[config.mk]
export PLATFORM = sky130hd
export DESIGN_NAME = jedro_1_dmem_arb
export DESIGN_NICKNAME = d
export VERILOG_FILES = /design/src/rtl/jedro_1_dmem_arb.sv
export SDC_FILE = /design/constraint.sdc
export NUM_CORES = 1
export LEC_CHECK = 0
export ABC_AREA = 1
export BUFFER_PORTS_ARGS = -buffer_cell sky130_fd_sc_hd__buf_2
export CAP_MARGIN = 20
export CORE_AREA = 2 2 119 121
export DETAILED_ROUTE_END_ITERATION = 8
export DIE_AREA = 0 0 121 123
export GPL_TIMING_DRIVEN = 0
export PLACE_DENSITY = 0.77
export SYNTH_ARGS = -nofsm -noshare
export SYNTH_HDL_FRONTEND = slang
export SYNTH_SLANG_ARGS = --single-unit
[constraint.sdc]
create_clock -name clk_i -period 2.5 [get_ports clk_i]
set_clock_uncertainty 0.2 [all_clocks]
set_input_delay 0.375 -clock clk_i [delete_from_list [all_inputs] [get_ports clk_i]]
set_output_delay 0.375 -clock clk_i [all_outputs]
set_load 0.05 [all_outputs]
[src/rtl/jedro_1_dmem_arb.sv]
// jedro_1_dmem_arb: shares the jedro-1 data-RAM port between LSU (r0) and a secondary master (r1); JEDRO_1_ARB_RR_EN selects round-robin, else r0 has fixed priority
module jedro_1_dmem_arb #(
  parameter int DATA_WIDTH   = 32,
  parameter int READ_LATENCY = 1
) (
  input  logic                    clk_i,
  input  logic                    rstn_i,
  input  logic                    r0_req_i,
  input  logic [DATA_WIDTH/8-1:0] r0_we_i,
  input  logic [DATA_WIDTH-1:0]   r0_addr_i,
  input  logic [DATA_WIDTH-1:0]   r0_wdata_i,
  output logic                    r0_gnt_o,
  output logic                    r0_rvalid_o,
  output logic [DATA_WIDTH-1:0]   r0_rdata_o,
  input  logic                    r1_req_i,
  input  logic [DATA_WIDTH/8-1:0] r1_we_i,
  input  logic [DATA_WIDTH-1:0]   r1_addr_i,
  input  logic [DATA_WIDTH-1:0]   r1_wdata_i,
  output logic                    r1_gnt_o,
  output logic                    r1_rvalid_o,
  output logic [DATA_WIDTH-1:0]   r1_rdata_o,
  output logic                    mem_en_o,
  output logic [DATA_WIDTH/8-1:0] mem_we_o,
  output logic [DATA_WIDTH-1:0]   mem_addr_o,
  output logic [DATA_WIDTH-1:0]   mem_wdata_o,
  input  logic [DATA_WIDTH-1:0]   mem_rdata_i
);
  localparam int BW    = DATA_WIDTH / 8;
  localparam int DEPTH = READ_LATENCY + 1;

  logic                  acc, rd_acc, ret, ret_id;
  logic [BW-1:0]         sel_we;
  logic [DATA_WIDTH-1:0] sel_addr, sel_wdata;
  logic [DEPTH-1:0]      v_q, id_q;

`ifdef JEDRO_1_ARB_RR_EN
  logic last_q;
  always_comb begin
    r0_gnt_o = rstn_i & r0_req_i & (~r1_req_i | last_q);
    r1_gnt_o = rstn_i & r1_req_i & (~r0_req_i | ~last_q);
  end
  always_ff @(posedge clk_i or negedge rstn_i) begin
    if (!rstn_i) last_q <= 1'b1;
    else if (acc) last_q <= r1_gnt_o;
  end
`else
  always_comb begin
    r0_gnt_o = rstn_i & r0_req_i;
    r1_gnt_o = rstn_i & r1_req_i & ~r0_req_i;
  end
`endif

  always_comb begin
    acc       = r0_gnt_o | r1_gnt_o;
    sel_we    = r1_gnt_o ? r1_we_i : r0_we_i;
    sel_addr  = r1_gnt_o ? r1_addr_i : r0_addr_i;
    sel_wdata = r1_gnt_o ? r1_wdata_i : r0_wdata_i;
    rd_acc    = acc & ~|sel_we;
    ret       = v_q[DEPTH-1];
    ret_id    = id_q[DEPTH-1];
  end

  always_ff @(posedge clk_i or negedge rstn_i) begin
    if (!rstn_i) begin
      mem_en_o    <= 1'b0;
      mem_we_o    <= '0;
      mem_addr_o  <= '0;
      mem_wdata_o <= '0;
      v_q         <= '0;
      id_q        <= '0;
      r0_rvalid_o <= 1'b0;
      r1_rvalid_o <= 1'b0;
      r0_rdata_o  <= '0;
      r1_rdata_o  <= '0;
    end else begin
      mem_en_o    <= acc;
      mem_we_o    <= acc ? sel_we : '0;
      if (acc) begin
        mem_addr_o  <= sel_addr;
        mem_wdata_o <= sel_wdata;
      end
      // tag slots track every cycle so the return lines up with RAM latency
      v_q         <= {v_q[DEPTH-2:0], rd_acc};
      id_q        <= {id_q[DEPTH-2:0], r1_gnt_o};
      r0_rvalid_o <= ret & ~ret_id;
      r1_rvalid_o <= ret & ret_id;
      if (ret & ~ret_id) r0_rdata_o <= mem_rdata_i;
      if (ret & ret_id) r1_rdata_o <= mem_rdata_i;
    end
  end
endmodule
# Word level (Yosys, flattened, before mapping)
# Cells that the tools add are included.
# Widths: inputs -> output; s select.
# totals
ff_bits,139
in_bits,172
output_inout_bits,137
rom_bits,0
ram_bits,0
mem_count,0
latchBits,0
# op_classes
eq_ne,0
order_cmp,0
div_mod_pow,0
reduce_logical,2
bitwise_logic,9
n_mux,4
shifts,0
n_addsub,0
multipliers,0
# op_table
cell,count
$mux 32,2
$mux 4,2
$and 1x1->1,6
$reduce_or 4->1,1
$not 1->1,2
$logic_not 1->1,1
$or 1x1->1,1

# Logic depth before layout (Yosys ltp)
# Gate-level depths: netlist of run 1.
# depth
word_depth,6
mapped_depth,8
depth_no_buf,6

# Least setup slack after synthesis of run 1
# No wires, ideal clock.
# synth_path
path_type,input port to flip-flop
from,input port r1_req_i
to,register v_q[0]
stages,5
setup_slack_ns,0.871
setup_time_ns,0.115
required_ns,2.185
n_path_buf,0
arrival_ns,1.314
path_cell_list,nand2_1 nor2_2 o21ai_0 nand2_1 nor2_1
# synth_between
elab_chain_cells,6
word_cells_on_any_way,7
classes_between,mux (1); bitwise (4); reduce/logical (2)
# synth_rtl
element,line,source
start: declaration,15,"input logic r1_req_i,"
$and 1x1->1 * (2 in a row),49,r1_gnt_o = rstn_i & r1_req_i & ~r0_req_i;
named net r1_gnt_o,19,"output logic r1_gnt_o,"
$mux 4,55,sel_we = r1_gnt_o ? r1_we_i : r0_we_i;
$reduce_or 4->1,58,rd_acc = acc & ~|sel_we;
$logic_not 1->1,58,
$and 1x1->1 *,58,
named net rd_acc,31,"logic acc, rd_acc, ret, ret_id;"
end signal: assignment,83,"v_q <= {v_q[DEPTH-2:0], rd_acc};"
end: declaration,34,"logic [DEPTH-1:0] v_q, id_q;"
# The timed path passes the listed nets; every way through them passes the cells marked *.
# A chain may end at the register's enable or synchronous reset.

# Final worst setup path of run 1
# layout_path
from,input port rstn_i
to,output port r1_gnt_o
# layout_between
elab_chain_cells,2
# layout_rtl
element,line,source
start: declaration,7,"input logic rstn_i,"
$and 1x1->1 (2 in a row),49,
end: declaration,19,
# Every way passes these cells.

==> impl_metrics.yaml, run 1 <==
setup_path:
  max_stage_delay_ns: 0.35
  worstRegToRegCells: 5
  startpoint: "rstn_i"
  reg2reg_slack_ns: 0.90
  cp-end-kind: "output pin"
  cp-endpoint: "r1_gnt_o"
  worst-path-stages: 5
  start_kind: "input pin"
  crit_required_ns: 1.92
  crit_chain: "buf_12, buf_16, nand2_1, nor2_2, buf_2"
  worstSetupPathType: "input pin to output pin"
  cp.arrival_ns: 1.75
  timing.rr.end: "r1_rdata_o[11]"
  r2r_start: "id_q[1]"
  crit_family: "buffers and inverters"
  critPathBufInv: 3
  worstPathMaxFanout: 73
  critPathSlowestCell: "buf_2"
sta:
  timing.hold.ws_ns: -0.334
  final-max-slew-violation-count: 0
  fin_ws_ns: 0.177
  period_minus_slack_ns: 2.32
  rsz0062_at_grt: "false"
  hold_violations: 73
  slew_headroom: 0.656
  worstMarginPinSlew_ns: 0.516
  max_freq_mhz: 431
  finalCritPeriodShare: 0.929
  finalSetupViolations: 0
global_routing:
  antenna_found_initial: 4
  grt_max_degree: 74
  grt.overflow.total: 0
  grt_pass1_vias: 5528
  grt_usage: 0.241
  grt_pass1_wl_um: 27400
clock_tree:
  root_buffer: "clkbuf_16"
  clkSinkCount: 139
  postCtsHoldBufs: 1
  insertion_delay_ns: 0.40
  cts_tree: "yes"
  numCtsBuffers: 17
  clockBufferDepth: 2
  htreeDepth: 4
  path_clk_slew_ns: 0.06
synth:
  yosys_most_used_dff: "dfrtp_1"
  synth_most_common_cell: "o21ai_0"
  ys_warn_count: 0
  syn-num-nets: 804
  yosysTopAreaCell: "dfrtp_1"
  synth.top_cells.by_count: "153 x o21ai_0, 140 x nand2_1, 139 x dfrtp_1"
  synthCells: 632
  syn_area_um2: 5640
  ys_types: 16
  ys_ff_latch: 139
  synth_top_area_frac: 0.616
  ys_seq_area_frac: 0.616
  synthTopCellsByArea: "dfrtp_1 62%, o21ai_0 14%, nand2_1 9.3%"
  syn_area_per_cell_um2: 8.93
  async_reset_ff_frac: 1.00
  synth_edf_count: 0
flow_run:
  drv_cap: 0
pwr:
  combPwrFrac: 0.324
  powerDensity_nw_per_um2: 997
  p_int_uw: 4920
  p_clk_frac: 0.322
  swShare: 0.393
  p_leak_uw: 0.00432
  vdd_drop_max_uv: 408
  p_seq_frac: 0.354
  p_switching_uw: 3180
route:
  drt_wl_total_um: 17800
  vias_per_cell: 4.85
  drt_iter0_drc: 415
  wl_per_cell_um: 15.4
  dr.pass1.iters: 5
  vias: 5608
  antenna_left: 0
  route.detailed.drc: 0
placed_design:
  dp_hpwl_um: 13500
  gp_congestion: 0.865
  port_buffers: 308
  post-place-ws_ns: -0.231
  placed_area_um2: 7440
finish:
  final_area_um2: 8120
  num-nets-final: 1134
  areaGrowthSynthToFinish_pct: 43.9
  drive_above_1_share: 0.373
status:
  outcome: "finished with violations"
  violations: "negative hold slack"
floorplanning:
  die_w_um: 121
  placeableCoreArea_um2: 13600
  die_y_um: 123
  die-area_um2: 14900
  initial_core_util: 0.415
  num_rows: 43
  io_pins: 309
worst_hold_path:
  hold_path.class: "input pin to async pin"
==> area by class of cell <==
type	count	area (um2)
Clock inverter	10	139
Tap cell	180	225
Buffer	41	214
Timing Repair Buffer	311	1630
Sequential cell	139	3480
Clock buffer	22	484
Multi-Input combinational cell	408	1790
Fill cell	1266	5490
Antenna cell	1	2.50
Inverter	44	165
==> cell usage in the layout, fill, tap and decap left out, types with 4 or more instances in the layout <==
cell type     n
clkbuf_8      4
nand2_1     140
dfrtp_1     139
inv_1        41
clkinvlp_4    4
nor2_1       70
clkbuf_16    17
buf_2       316
o21ai_1      41
clkbuf_1     24
buf_6         5
o21ai_0     153
==> repair_timing <==
action | CTS | global route
setup buffers | 0 | 0
hold endpoints to repair | 72 | 71
setup endpoints to repair | 1 | 0
gates resized for setup | 2 | 0
==> metal layers <==
metal / track usage / share of wire
met4: 0.0908 / 0.020
met3: 0.0876 / 0.087
met2: 0.414 / 0.50
met5: 0 / 0.0020
met1: 0.275 / 0.39
==> stage by stage <==
| stage | util | setup TNS (ns) | hold slack (ns) | instances | power, uW |
|---|---|---|---|---|---|
| 2_1_floorplan | - | 0 | -0.121 | 632 | 4740 |
| 3_3_place_gp | 0.544 | -286.67 | 0.135 | 1120 | 5470 |
| 3_5_place_dp | 0.547 | -5.37 | 0.138 | 1121 | 5520 |
| 4_1_cts | 0.596 | 0 | -0.332 | 1155 | 8160 |
| 5_1_grt | 0.597 | 0 | -0.326 | 1156 | 8460 |
| 6_report | 0.597 | 0 | -0.334 | 1156 | 8100 |
==> power by group through the flow <==
| stage | Sequential (uW) | Combinational [uW] | Clock, uW |
|---|---|---|---|
| finish | 2870 | 2620 | 2610 |
| global route | 2910 | 2780 | 2770 |
| CTS | 2860 | 2640 | 2660 |
| detailed placement | 2890 | 2630 | 0 |
| global placement | 2880 | 2590 | 0 |
| floorplan | 4320 | 415 | 0 |
==> logic make-up after synthesis <==
| kind of cell | Yosys count | synth area share |
|---|---|---|
| compound gates | 194 | 0.172 |
| buf+inv | 85 | 0.0672 |
| simple gates | 214 | 0.145 |
| flops | 139 | 0.616 |
==> how the worst min path moves through the flow <==
stage            start             to
2_1_floorplan   rstn_i        id_q[0]
3_3_place_gp   id_q[0]        id_q[1]
3_5_place_dp   id_q[0]        id_q[1]
4_1_cts         rstn_i  r0_rdata_o[5]
5_1_grt         rstn_i  r0_rdata_o[7]
6_report        rstn_i  r0_rdata_o[7]
==> sequential cells by signal, indices dropped and copies added (netlist names) <==
signal and flops:
r0_rvalid_o 1, mem_en_o 1, v_q 2, mem_addr_o 32, mem_we_o 4, id_q 2, r1_rdata_o 32, r0_rdata_o 32
mem_wdata_o 32, r1_rvalid_o 1
Power figures use the tool's default switching activity.
==> run 2, diff against run 1 <==
- ABC_AREA: 1 -> 0
- PLACE_DENSITY: 0.77 -> 0.78
==> run 2 against run 1 <==
Effect of this change: core utilization grew 1.8 points; count of clock-buffer cells in the layout shrank 3; combinational power shrank 7%; largest power group unchanged; cell area grew 3.0%; the run now ends clean; cell count shrank 13%.
==> impl_metrics.yaml, run 2 <==
synth:
  async_reset_ff_frac: 1.00
  synth_edf_count: 0
  yosysTopAreaCell: "dfrtp_1"
  ys_warn_count: 0
  synthTopCellsByArea: "dfrtp_1 61%, o22ai_1 14%, mux2_2 8.8%"
  ys_seq_area_frac: 0.607
  syn-num-nets: 632
  synth_top_area_frac: 0.607
  syn_area_um2: 5730
  syn_area_per_cell_um2: 12.5
  synth.top_cells.by_count: "139 x dfrtp_1, 128 x o22ai_1, 64 x a21oi_1"
  synth_most_common_cell: "dfrtp_1"
  ys_types: 21
  ys_ff_latch: 139
  synthCells: 460
  yosys_most_used_dff: "dfrtp_1"
clock_tree:
  clkSinkCount: 139
  cts_setup_buffers: 0
  cts_tree: "yes"
  numCtsBuffers: 17
  htreeDepth: 4
  root_buffer: "clkbuf_16"
  clockBufferDepth: 2
  cts_resized: 0
  path_clk_slew_ns: 0.06
  insertion_delay_ns: 0.40
  postCtsHoldBufs: 20
placed_design:
  dp_cells: 948
  dp_hpwl_um: 12400
  post-place-ws_ns: 0.0830
  gp_congestion: 0.862
  port_buffers: 307
setup_path:
  cp.arrival_ns: 1.34
  critPathBufInv: 6
  crit_required_ns: 1.92
  crit_chain: "buf_6, buf_4, nand2_1, buf_4, buf_6, inv_1, buf_2"
  worstRegToRegCells: 3
  worst-path-stages: 7
  crit_family: "buffers and inverters"
  r2r_start: "v_q[1]"
  worstPathMaxFanout: 10
  start_kind: "input pin"
  worstSetupPathType: "input pin to output pin"
  critPathSlowestCell: "buf_4"
  cp-end-kind: "output pin"
  reg2reg_slack_ns: 0.89
  max_stage_delay_ns: 0.21
  timing.rr.end: "r1_rdata_o[11]"
global_routing:
  grt_usage: 0.227
  grt_max_degree: 82
  antenna_found_initial: 1
  grt.overflow.total: 0
  grt_pass1_vias: 5304
  grt_pass1_wl_um: 26400
worst_hold_path:
  hold_path.class: "input pin to register"
  whs_path_depth: 2
  hold_end: "r0_rdata_o[14]"
  holdCritStartpoint: "mem_rdata_i[14]"
finish:
  final_cell_mix: "326 x buf_2, 139 x dfrtp_1, 128 x o22ai_1"
  areaGrowthSynthToFinish_pct: 46.0
  instances_no_fill: 1003
  drive_above_1_share: 0.513
  num-nets-final: 980
  final_common_cell: "buf_2"
route:
  vias: 5360
  drt_wl_total_um: 17100
  wl_per_cell_um: 17.0
  route.detailed.drc: 0
  dr.pass1.iters: 5
  antenna_left: 0
  vias_per_cell: 5.34
  drt_iter0_drc: 312
floorplanning:
  die_y_um: 123
  die_w_um: 121
  placeableCoreArea_um2: 13600
  num_rows: 43
  io_pins: 309
  die-area_um2: 14900
  initial_core_util: 0.421
sta:
  period_minus_slack_ns: 1.92
  finalCritPeriodShare: 0.767
  final-max-slew-violation-count: 0
  fin_tns_setup_ns: 0
  max_freq_mhz: 521
  hold_violations: 0
  fin_ws_ns: 0.582
  finalSetupViolations: 0
  rsz0062_at_grt: "false"
  slew_headroom: 0.677
  worstMarginPinSlew_ns: 0.484
pwr:
  powerDensity_nw_per_um2: 935
  p_leak_uw: 0.00408
  vdd_drop_max_uv: 388
flow_run:
  drv_cap: 0
status:
  outcome: "finished clean"
run 2: cell count changes in the layout (fill, tap and decap cells not counted), sizes merged, moves of 2 or more:
cell,before,now
a21oi,0,64
buf,327,342
clkbuf,45,28
dlygate4sd3,1,20
inv,44,8
mux2,0,64
mux2i,0,4
nand2,141,3
nand3,2,0
nor2,71,4
nor2b,0,2
o21ai,194,1
o22ai,0,128
run 2: how the worst max path moves through the flow:
stage / start / endpoint / slack [ns]
global placement: rstn_i / r0_gnt_o / -1.96
CTS: rstn_i / r0_gnt_o / 0.58
global route: rstn_i / r0_gnt_o / 0.56
finish: rstn_i / r0_gnt_o / 0.58
floorplan: rstn_i / r0_gnt_o / 0.76
detailed placement: rstn_i / r0_gnt_o / 0.08
run 2: kinds of logic after synthesis:
family	count (synthesis)	share of synthesized area
AOI/OAI and AO/OA	194	0.198
and+or+nand+nor	12	0.0135
buffers and inverters	47	0.0489
muxes	68	0.133
DFF	139	0.607
run 2: cell type report:
| type | count | area (um2) |
|---|---|---|
| fill | 1088 | 5250 |
| sequential | 139 | 3480 |
| multi-input combinational | 274 | 1970 |
| timing repair buffer | 329 | 1800 |
| clock buffer | 19 | 443 |
| buffer | 42 | 262 |
| tap | 180 | 225 |
| clock inverter | 13 | 164 |
| inverter | 5 | 18.8 |
| antenna | 2 | 5.00 |
run 2: where the power goes:
group / leakage [uW] / total (uW) / internal [uW] / switching [uW]
Combinational: 0.00216 / 2440 / 666 / 1780
Clock: 0.000282 / 2560 / 1600 / 959
Sequential: 0.00164 / 2820 / 2600 / 218
run 2: metrics by stage:
stage / hold WS [ns] / cell area (um2) / utilization / total power [uW]
4_1_cts: 0.000446 / 8350 / 0.613 / 7860
5_1_grt: 0.00143 / 8360 / 0.614 / 8150
6_report: 0.0163 / 8370 / 0.615 / 7820
3_3_place_gp: 0.136 / 7490 / 0.550 / 5220
2_1_floorplan: -0.121 / 5730 / - / 4550
3_5_place_dp: 0.136 / 7530 / 0.553 / 5270
run 2: metal layers:
| metal | share of wire | wire length (um) | vias up | GRT usage |
|---|---|---|---|---|
| met2 | 0.50 | 8460 | 259 | 0.380 |
| met4 | 0.022 | 375 | 0 | 0.0821 |
| met5 | 0 | 0 | - | 0 |
| met1 | 0.40 | 6870 | 2588 | 0.277 |
| li1 | - | - | 2479 | - |
| met3 | 0.081 | 1380 | 34 | 0.0724 |
